<file path="config.mk">
export PLATFORM = sky130hd
export DESIGN_NAME = bram_sp_arbiter
export DESIGN_NICKNAME = d
export VERILOG_FILES = /design/src/rtl/bram_sp_arbiter.sv
export SDC_FILE = /design/constraint.sdc
export NUM_CORES = 1
export LEC_CHECK = 0
export BUFFER_PORTS_ARGS = -buffer_cell sky130_fd_sc_hd__buf_2
export CAP_MARGIN = 20
export CORE_MARGIN = 2
export CORE_UTILIZATION = 45
export CTS_CLUSTER_DIAMETER = 150
export CTS_CLUSTER_SIZE = 14
export DETAILED_ROUTE_END_ITERATION = 8
export GPL_TIMING_DRIVEN = 0
export HOLD_SLACK_MARGIN = 0.02
export PLACE_DENSITY = 0.78
export SETUP_SLACK_MARGIN = 0.15
export SYNTH_ARGS = -nofsm -noshare
export SYNTH_HDL_FRONTEND = slang
export SYNTH_SLANG_ARGS = --single-unit
export TNS_END_PERCENT = 20
</file>
<file path="constraint.sdc">
create_clock -name clka -period 6.1 [get_ports clka]
set_input_delay 0.305 -clock clka [delete_from_list [all_inputs] [get_ports clka]]
set_output_delay 0.305 -clock clka [all_outputs]
set_load 0.02 [all_outputs]
</file>
<file path="src/rtl/bram_sp_arbiter.sv">
// rtl/bram_sp_arbiter.sv - two-port round-robin/lock arbiter onto a single-port BRAM with 2-cycle read return
module bram_sp_arbiter #(
    parameter int ADDR_W = 32,
    parameter int DATA_W = 32,
    parameter int BE_W   = 4
) (
    input  logic              clka,
    input  logic              rsta,

    input  logic              req_p0,
    input  logic              lock_p0,
    input  logic              we_p0,
    input  logic [BE_W-1:0]   be_p0,
    input  logic [ADDR_W-1:0] addr_p0,
    input  logic [DATA_W-1:0] wdata_p0,
    output logic              gnt_p0,
    output logic              rvalid_p0,
    output logic [DATA_W-1:0] rdata_p0,

    input  logic              req_p1,
    input  logic              lock_p1,
    input  logic              we_p1,
    input  logic [BE_W-1:0]   be_p1,
    input  logic [ADDR_W-1:0] addr_p1,
    input  logic [DATA_W-1:0] wdata_p1,
    output logic              gnt_p1,
    output logic              rvalid_p1,
    output logic [DATA_W-1:0] rdata_p1,

    output logic              ena,
    output logic [BE_W-1:0]   wea,
    output logic [ADDR_W-1:0] addra,
    output logic [DATA_W-1:0] dina,
    input  logic [DATA_W-1:0] douta
);

    typedef enum logic [1:0] {
        OPEN  = 2'd0,
        LOCK0 = 2'd1,
        LOCK1 = 2'd2
    } state_t;

    state_t state;
    logic   prio;          // 0: port 0 wins a tie, 1: port 1 wins a tie

    logic              arb_open;
    logic              g0;
    logic              g1;
    logic              accept;
    logic              sel_we;
    logic [BE_W-1:0]   sel_be;
    logic [ADDR_W-1:0] sel_addr;
    logic [DATA_W-1:0] sel_wdata;

    // Read tag pipeline: stage 1 rides with ena, stage 2 lines up with douta.
    logic              tag1_v;
    logic              tag1_p;
    logic              tag2_v;
    logic              tag2_p;
    logic [DATA_W-1:0] hold_p0;
    logic [DATA_W-1:0] hold_p1;

    // A lock whose owner drops lock_pn is arbitrated as OPEN in that same cycle.
    always_comb begin
        arb_open = 1'b0;
        g0       = 1'b0;
        g1       = 1'b0;
        case (state)
            LOCK0:   arb_open = !lock_p0;
            LOCK1:   arb_open = !lock_p1;
            default: arb_open = 1'b1;
        endcase
        if (!rsta) begin
            if (arb_open) begin
                if (req_p0 && req_p1) begin
                    g0 = !prio;
                    g1 = prio;
                end else begin
                    g0 = req_p0;
                    g1 = req_p1;
                end
            end else if (state == LOCK0) begin
                g0 = req_p0;
            end else begin
                g1 = req_p1;
            end
        end
    end

    assign gnt_p0 = g0;
    assign gnt_p1 = g1;
    assign accept = g0 || g1;

    always_comb begin
        sel_we    = we_p0;
        sel_be    = be_p0;
        sel_addr  = addr_p0;
        sel_wdata = wdata_p0;
        if (g1) begin
            sel_we    = we_p1;
            sel_be    = be_p1;
            sel_addr  = addr_p1;
            sel_wdata = wdata_p1;
        end
    end

    always_ff @(posedge clka) begin
        if (rsta) begin
            state <= OPEN;
            prio  <= 1'b0;
        end else if (arb_open) begin
            if (g0) begin
                prio  <= 1'b1;
                state <= lock_p0 ? LOCK0 : OPEN;
            end else if (g1) begin
                prio  <= 1'b0;
                state <= lock_p1 ? LOCK1 : OPEN;
            end else begin
                state <= OPEN;
            end
        end
    end

    // Zero-byte-enable writes are accepted but never reach the memory.
    always_ff @(posedge clka) begin
        if (rsta) begin
            ena    <= 1'b0;
            wea    <= '0;
            addra  <= '0;
            dina   <= '0;
            tag1_v <= 1'b0;
            tag1_p <= 1'b0;
            tag2_v <= 1'b0;
            tag2_p <= 1'b0;
        end else begin
            ena    <= 1'b0;
            wea    <= '0;
            tag1_v <= 1'b0;
            if (accept) begin
                if (!sel_we) begin
                    ena    <= 1'b1;
                    addra  <= sel_addr;
                    tag1_v <= 1'b1;
                    tag1_p <= g1;
                end else if (sel_be != '0) begin
                    ena   <= 1'b1;
                    wea   <= sel_be;
                    addra <= sel_addr;
                    dina  <= sel_wdata;
                end
            end
            tag2_v <= tag1_v;
            tag2_p <= tag1_p;
        end
    end

    assign rvalid_p0 = tag2_v && !tag2_p && !rsta;
    assign rvalid_p1 = tag2_v &&  tag2_p && !rsta;
    assign rdata_p0  = rvalid_p0 ? douta : hold_p0;
    assign rdata_p1  = rvalid_p1 ? douta : hold_p1;

    always_ff @(posedge clka) begin
        if (rsta) begin
            hold_p0 <= '0;
            hold_p1 <= '0;
        end else begin
            if (rvalid_p0) begin
                hold_p0 <= douta;
            end
            if (rvalid_p1) begin
                hold_p1 <= douta;
            end
        end
    end

endmodule

</file>
== Word level (Yosys, flattened, before mapping) ==
Cells that the tools add are included.

* Input bits: 176
* Logic and storage cells: 63
* Output and inout port bits: 137
* Register bits after elaboration: 140

* Multiplexer cells: 26
* Equal/unequal tests: 3
* Reductions and logical operators: 19
* Bitwise gates (word level): 3

{| class="wikitable"
|+ Operators by type and width
! operator !! number
|-
| $mux W32 || 6
|-
| $mux W1 || 15
|-
| $mux W2 || 3
|-
| $reduce_and A2 Y1 || 3
|-
| $logic_and A1 B1 Y1 || 5
|-
| $logic_not A1 Y1 || 5
|-
| $mux W4 || 1
|-
| $reduce_bool A4 Y1 || 1
|-
| $reduce_or A4 Y1 || 1
|-
| $not A1 Y1 || 3
|-
| $reduce_and A3 Y1 || 1
|-
| $eq A2 B1 Y1 const B || 1
|-
| $eq A2 B2 Y1 const B || 1
|-
| $ne A2 B1 Y1 const B || 1
|-
| $pmux W1 S2 || 1
|-
| $reduce_bool A2 Y1 || 1
|-
| $reduce_or A2 Y1 || 1
|-
| $logic_or A1 B1 Y1 || 1
|}

== Longest topological paths before layout ==
Gate-level depths: netlist of run 1.

* Depth after elaboration: 8
* Depth in mapped cells: 11
* Gate-level depth less buffers: 8

== Least setup slack after synthesis of run 1 ==
OpenSTA, ideal clock, no wires.

* Path kind: flip-flop to flip-flop
* From: register state[0]
* To: register addra[10]
* Data arrival time: 2113 ps
* Cell stages (with the launch flop): 11
* Setup time: 122 ps
* Slack: 3865 ps
* Path buffers: 3
* Data required time: 5978 ps
* Clock period less this slack: 2235 ps
* Path through: dfxtp_1 -> inv_1 -> ha_1 -> o311a_1 -> buf_4 -> nor2_8 -> inv_2 -> o211a_1 -> buf_6 -> buf_6 -> mux2i_1

* Cells in the longest elaborated chain, start to end: 8
* Elaborated cells between the ends (all ways): 18
* Those cells by class: 3 x eq/ne; 12 x mux; 3 x reduce/logical

{| class="wikitable"
|+ Ends and longest elaborated chain
! item !! RTL line !! source
|-
| start: declaration || 43 || <nowiki>state_t state;</nowiki>
|-
| start signal: assignment || 114 || <nowiki>state <= lock_p0 ? LOCK0 : OPEN;</nowiki>
|-
| start signal: assignment || 117 || <nowiki>state <= lock_p1 ? LOCK1 : OPEN;</nowiki>
|-
| $eq A2 B2 Y1 / $eq A2 B1 Y1 (equally long branches) || 68, 82 ||
|-
| $pmux W1 S2 / $mux W1 (equally long branches) || 68, 82 ||
|-
| $mux W1 (*) || 74 || <nowiki>if (arb_open) begin</nowiki>
|-
| $mux W1 (*) || 73 || <nowiki>if (!rsta) begin</nowiki>
|-
| net gnt_p1 || 26 || <nowiki>output logic gnt_p1,</nowiki>
|-
| $mux W4 || 99 || <nowiki>if (g1) begin</nowiki>
|-
| $reduce_bool A4 Y1 || 145 || <nowiki>end else if (sel_be != '0) begin</nowiki>
|-
| $ne A2 B1 Y1 (no line) || - ||
|-
| $reduce_and A2 Y1 (no line) || - ||
|-
| end signal: assignment || 142 || <nowiki>addra <= sel_addr;</nowiki>
|-
| end signal: assignment || 148 || <nowiki>addra <= sel_addr;</nowiki>
|-
| end: declaration || 32 || <nowiki>output logic [ADDR_W-1:0] addra,</nowiki>
|}

The timed path passes the listed nets; every way through them passes the cells marked *. The select of a mux whose other input is x is not followed.
A chain may end at the register's enable or synchronous reset.

== Final worst setup path of run 1 ==
* From: register tag2_v
* To: output port rdata_p0[20]

* Cells in the longest elaborated chain, start to end: 3

{| class="wikitable"
|+ Ends and longest elaborated chain
! item !! RTL line !! source
|-
| start: declaration || 58 || <nowiki>logic tag2_v;</nowiki>
|-
| start signal: assignment || 152 || <nowiki>tag2_v <= tag1_v;</nowiki>
|-
| $logic_and A1 B1 Y1 (2 in series) || 157 || <nowiki>assign rvalid_p0 = tag2_v && !tag2_p && !rsta;</nowiki>
|-
| $mux W32 || - ||
|-
| end: declaration || 18 || <nowiki>output logic [DATA_W-1:0] rdata_p0,</nowiki>
|}

No other way between the ends.

==> results.json, run 1 <==
{
  "crit_fanout": 10,
  "synth-edff-count": 0,
  "wirelength_mm": 18.2,
  "hold_path.class": "in2reg",
  "initial_core_util": 0.461,
  "final_area_um2": 8780,
  "p_seq_frac": 0.407,
  "drt-pass1-iter-count": 4,
  "setup_tns_ns": 0,
  "synth_seq_area_share": 0.438,
  "crit_type": "reg2out",
  "num_vias": 5834,
  "drt_iter0_drc": 207,
  "io_buffers": 312,
  "clock_latency_ns": 0.42,
  "cts_root_buffer": "clkbuf_16",
  "p_clk_frac": 0.420,
  "start_kind": "flop",
  "nFillCells": 1220,
  "power.total_mw": 2.44,
  "cts_tree": "yes",
  "power.density_nw_per_um2": 278,
  "synth_ff_type": "dfxtp_1",
  "final_nets": 1115,
  "r2r_cells": 8,
  "utilization": 0.633,
  "fin_ws_ns": 3.40,
  "post_cts_buffers": 0,
  "worst_pin_slew_ns": 0.886,
  "overflow": 0,
  "placed_cells": 1098,
  "netlist_area_um2": 6400,
  "numClockSinks": 140,
  "die-area_um2": 15200,
  "hpwl_mm": 14.2,
  "antenna_found_initial": 0,
  "hold_buffers": 0,
  "rsz0062_at_grt": "no",
  "rows": 43,
  "r2r_start": "state[0]",
  "synth_fp_nets": 784,
  "vias_per_cell": 5.16,
  "p_comb_frac": 0.173,
  "yosysWarnings": 0,
  "reg2reg_to": "addra[27]",
  "synth_top_area_frac": 0.438,
  "core_area_um2": 13900,
  "synth.area.top_cells": "dfxtp_1 44%, mux2_2 11%, mux2i_1 10%",
  "die_h_um": 123,
  "startpoint": "tag2_v",
  "synth.avg_cell_area_um2": 10.6,
  "timing.final.crit_share": 0.443,
  "drc": 0,
  "cp-end-kind": "output pin",
  "final_cells": 1130,
  "wire_per_inst_um": 16.1,
  "grt_max_degree": 17,
  "ios": 313,
  "clkTransAtPathRegs_ns": 0.05,
  "ys_ff_latch": 140,
  "post_synth_num_cell_types": 41,
  "p_leak_nw": 4.39,
  "pre_cts_ws_ns": 3.39,
  "grt_usage": 0.236,
  "synth.largest_area_cell": "dfxtp_1",
  "setup_viol": 0,
  "cts.htree.levels": 4,
  "die_w_um": 123,
  "slew_viol_final": 0,
  "grt_pass1_vias": 5546,
  "hold_viol_final": 0,
  "slew_headroom": 0.408,
  "period_needed_ns": 2.70,
  "drv_cap": 0,
  "switching_share": 0.268,
  "vdd_drop_max_v": 0.000186,
  "p_int_mw": 1.79,
  "postPlaceCellArea_um2": 8190,
  "reg2reg_slack_ns": 3.46,
  "cts_buffers": 17,
  "drive_gt1_frac": 0.479,
  "cp.arrival_ns": 2.40,
  "grt_pass1_wl_mm": 27.5,
  "status": "finished clean",
  "hold_ws_ns": 0.122,
  "max_freq_mhz": 370,
  "gp_congestion": 0.904,
  "netlist_instances": 606,
  "power_switching_mw": 0.654,
  "cts_buffer_depth": 2,
  "synthArstFlopShare": 0,
  "area_growth_syn_to_layout_pct": 37.3,
  "ant_nets": 0,
  "diodes": 0,
  "required_ns": 5.79,
  "fin_skew_ns": 0.00714,
  "post_cts_resized": 0,
  "endpoint": "rdata_p0[20]"
}
-- kinds of logic after synthesis --
family                   count (synthesis)  share of synthesized area
flip-flops                             140                      0.438
buffers and inverters                   90                     0.0624
AND/OR/NAND/NOR                        164                      0.153
adder cells (fa/ha/maj)                  2                    0.00391
AO/OA/AOI/OAI                           82                      0.130
multiplexers                           128                      0.213
-- registers in the layout, indices dropped and copies added (netlist names) --
signal and cells:
tag1_v 1, tag1_p 1, tag2_p 1, state 2, prio 1, wea 4, hold_p1 32, ena 1
dina 32, hold_p0 32, tag2_v 1, addra 32
-- power groups by stage --
stage	Clock (mW)	Sequential, mW	Combinational (mW)
3_5_place_dp	0	1.01	0.424
3_3_place_gp	0	1.01	0.417
5_1_grt	1.09	1.00	0.456
4_1_cts	1.04	0.994	0.424
6_report	1.03	0.995	0.422
2_1_floorplan	0	1.07	0.202
-- worst max-delay path: stages, from the launching register on --
cell and delay [ns]:
dfxtp_1 0.32, nor3b_1 0.73, buf_2 0.40, mux2_2 0.38
buf_2 0.16
-- synth_stat cells (2+ instances only) --
cell type,n
dfxtp_1,140
and2_1,65
mux2_2,64
mux2i_1,64
nand2_1,44
inv_1,37
clkbuf_1,34
o31ai_1,33
or4_1,32
a221oi_2,26
buf_2,7
a221oi_1,6
buf_6,6
a21oi_1,5
nor2_1,4
nor2b_1,4
nand2b_1,3
nor3_1,3
buf_1,2
buf_4,2
ha_1,2
inv_2,2
nand3_1,2
nor4_1,2
-- worst min-delay path by stage --
| stage | cells after the start | end | startpoint | slack (ns) |
|---|---|---|---|---|
| floorplan | 1 | tag1_p | we_p1 | 0.40 |
| global route | 2 | tag1_p | we_p1 | 0.11 |
| global placement | 2 | addra[0] | addra[0] | 0.44 |
| CTS | 2 | tag1_p | we_p1 | 0.11 |
| finish | 2 | tag1_p | we_p1 | 0.12 |
| detailed placement | 2 | addra[25] | addra[25] | 0.45 |
-- cells in the final DEF, fill, tap and decap left out, types with 3 or more instances in the layout --
| cell type | n |
|---|---|
| a21oi_1 | 5 |
| a221oi_1 | 6 |
| a221oi_2 | 26 |
| and2_1 | 65 |
| buf_2 | 319 |
| buf_6 | 6 |
| clkbuf_1 | 36 |
| clkbuf_16 | 17 |
| clkbuf_8 | 4 |
| clkinvlp_4 | 3 |
| dfxtp_1 | 140 |
| inv_1 | 37 |
| mux2_2 | 64 |
| mux2i_1 | 64 |
| nand2_1 | 44 |
| nand2b_1 | 3 |
| nor2_1 | 4 |
| nor2b_1 | 4 |
| nor3_1 | 3 |
| o31ai_1 | 33 |
| or4_1 | 32 |
-- layer usage --
layer	track usage	vias to the layer above	share of wire
met5	0	-	0
met4	0.107	0	0.027
met3	0.0660	42	0.080
met2	0.393	271	0.48
met1	0.283	2679	0.41
li1	-	2842	-
-- layout make-up --
class	instances	area (um2)	share of cell area
Buffer	51	253	0.0288
Clock buffer	23	488	0.0555
Clock inverter	9	110	0.0125
Inverter	39	146	0.0167
Multi-Input combinational cell	376	3200	0.364
Sequential cell	140	2800	0.319
Tap cell	180	225	0.0256
Timing Repair Buffer	312	1560	0.178
Note: power is estimated with default switching activity, not from simulation.
==> run 2: changes to the inputs <==
--- a/config.mk
+++ b/config.mk
@@ -8,13 +8,13 @@
 export BUFFER_PORTS_ARGS = -buffer_cell sky130_fd_sc_hd__buf_2
 export CAP_MARGIN = 20
 export CORE_MARGIN = 2
-export CORE_UTILIZATION = 45
+export CORE_UTILIZATION = 42
 export CTS_CLUSTER_DIAMETER = 150
 export CTS_CLUSTER_SIZE = 14
 export DETAILED_ROUTE_END_ITERATION = 8
 export GPL_TIMING_DRIVEN = 0
 export HOLD_SLACK_MARGIN = 0.02
-export PLACE_DENSITY = 0.78
+export PLACE_DENSITY = 0.77
 export SETUP_SLACK_MARGIN = 0.15
 export SYNTH_ARGS = -nofsm -noshare
 export SYNTH_HDL_FRONTEND = slang
==> constraint.sdc (replaced) <==
create_clock -name clka -period 2.4 [get_ports clka]
set_input_delay 0.12 -clock clka [delete_from_list [all_inputs] [get_ports clka]]
set_output_delay 0.12 -clock clka [all_outputs]
set_load 0.02 [all_outputs]
==> results.json, run 2 (synthesis results as in run 1) <==
{
  "nFillCells": 1189,
  "hp-start": "lock_p1",
  "p_leak_nw": 4.81,
  "num_vias": 6186,
  "final_nets": 1189,
  "timing.final.crit_share": 0.930,
  "cts_tree": "yes",
  "vias_per_cell": 5.10,
  "crit_fanout": 10,
  "required_ns": 2.68,
  "overflow": 0,
  "slew_viol_final": 0,
  "vdd_drop_max_v": 0.000449,
  "start_kind": "flop",
  "cts_buffer_depth": 2,
  "grt_max_degree": 17,
  "io_buffers": 312,
  "setup_tns_ns": 0,
  "ios": 313,
  "critical-path-slowest-cell": "o311a_4",
  "numClockSinks": 140,
  "cp.arrival_ns": 2.52,
  "fin_skew_ns": 0.00828,
  "slew_headroom": 0.518,
  "clkTransAtPathRegs_ns": 0.06,
  "cts_buffers": 17,
  "period_needed_ns": 2.23,
  "wirelength_mm": 20.2,
  "setup_viol": 0,
  "die_h_um": 127,
  "rows": 45,
  "antenna_found_initial": 2,
  "drc": 0,
  "die-area_um2": 16200,
  "crit_chain": "inv_2 -> ha_4 -> o311a_4 -> buf_6 -> nor2_8 -> buf_2 -> mux2i_1 -> mux2i_1",
  "hold_ws_ns": 0.0392,
  "rsz0062_at_grt": "yes",
  "drt-pass1-iter-count": 4,
  "startpoint": "state[0]",
  "max_stage_delay_ns": 0.39,
  "grt_usage": 0.242,
  "postPlaceCellArea_um2": 8200,
  "grt_pass1_vias": 6210,
  "core_area_um2": 15000,
  "crit_type": "reg2reg",
  "power.density_nw_per_um2": 677,
  "hold_viol_final": 0,
  "die_w_um": 127,
  "initial_core_util": 0.426,
  "cts.htree.levels": 4,
  "drive_gt1_frac": 0.487,
  "final_cells": 1213,
  "hold_path.class": "in2reg",
  "max_freq_mhz": 448,
  "status": "finished clean",
  "worst_pin_slew_ns": 0.724,
  "hpwl_mm": 13.9,
  "cts_root_buffer": "clkbuf_16",
  "final_common_cell": "buf_2",
  "final_area_um2": 9730,
  "drt_iter0_drc": 222,
  "cp-end-kind": "flop",
  "gp_congestion": 0.847,
  "clock_latency_ns": 0.40,
  "r2r_start": "state[0]",
  "wire_per_inst_um": 16.6,
  "ant_nets": 0,
  "final_cell_mix": "322 x buf_2, 138 x dfxtp_1, 65 x and2_1",
  "placed_cells": 1106,
  "area_growth_syn_to_layout_pct": 52.1,
  "drv_cap": 0,
  "cp_common_cell": "mux2i_1",
  "grt_pass1_wl_mm": 31.1
}
==> run 2: cell types whose count changed in the layout (fill, tap and decap cells not counted), sizes merged <==
cell         change
buf             +13
clkinv           -1
bufinv           +2
clkbuf           -4
diode            +2
dlygate4sd3     +63
==> run 2: timing repair <==
item,in CTS,in global routing
cloned,0,1
setup buffers,4,6
endpoints found under the setup margin,101,127
pin swaps,4,5
endpoints found under the hold margin,34,0
gates resized for setup,23,36
hold buffers,63,0
==> run 2: path summary, 6_finish.rpt <==
path                to  slack (ns)  cells past startpoint
max          addra[10]        0.17                      8
min           state[1]        0.04                      3
max reg2reg  addra[10]        0.17                      8
min reg2reg    dina[7]        0.45                      2
==> run 2: final cells by class <==
type                       count  area, um2  share of cell area
buffer                        51        309              0.0318
timing repair buffer         386       2270               0.233
clock buffer                  21        480              0.0494
multi-input combinational    376       3310               0.341
clock inverter                10        161              0.0166
inverter                      39        149              0.0153
tap                          188        235              0.0242
antenna                        2       5.00            0.000514
sequential                   140       2810               0.288
==> run 2: metal layers <==
| layer | wire length (um) | GRT usage |
|---|---|---|
| met1 | 8070 | 0.270 |
| met3 | 1110 | 0.0616 |
| met5 | 0 | 0 |
| met4 | 534 | 0.106 |
| met2 | 10500 | 0.433 |
==> run 2: critical path: cells and delay by family (launching register included) <==
kind / cells / cell delay (ns)
adder cells (fa/ha/maj): 1 / 0.25
AND/OR/NAND/NOR: 1 / 0.17
flip-flops: 1 / 0.33
AO/OA/AOI/OAI: 1 / 0.39
buffers and inverters: 3 / 0.53
multiplexers: 2 / 0.44
==> run 2: through the flow <==
step	util	setup WS, ns	power (mW)
6_report	0.647	0.168	6.59
5_1_grt	0.647	0.0753	6.82
4_1_cts	0.637	0.160	6.57
3_5_place_dp	0.545	-0.230	3.65
3_3_place_gp	0.545	-0.202	3.63
2_1_floorplan	-	0.165	3.23
==> run 2: where the power goes <==
part           internal, mW  switching (mW)  leakage [nW]
registers              2.46          0.0674          1.15
clock network          1.85           0.975         0.308
logic                 0.553           0.681          3.36
total                  4.86            1.72          4.81
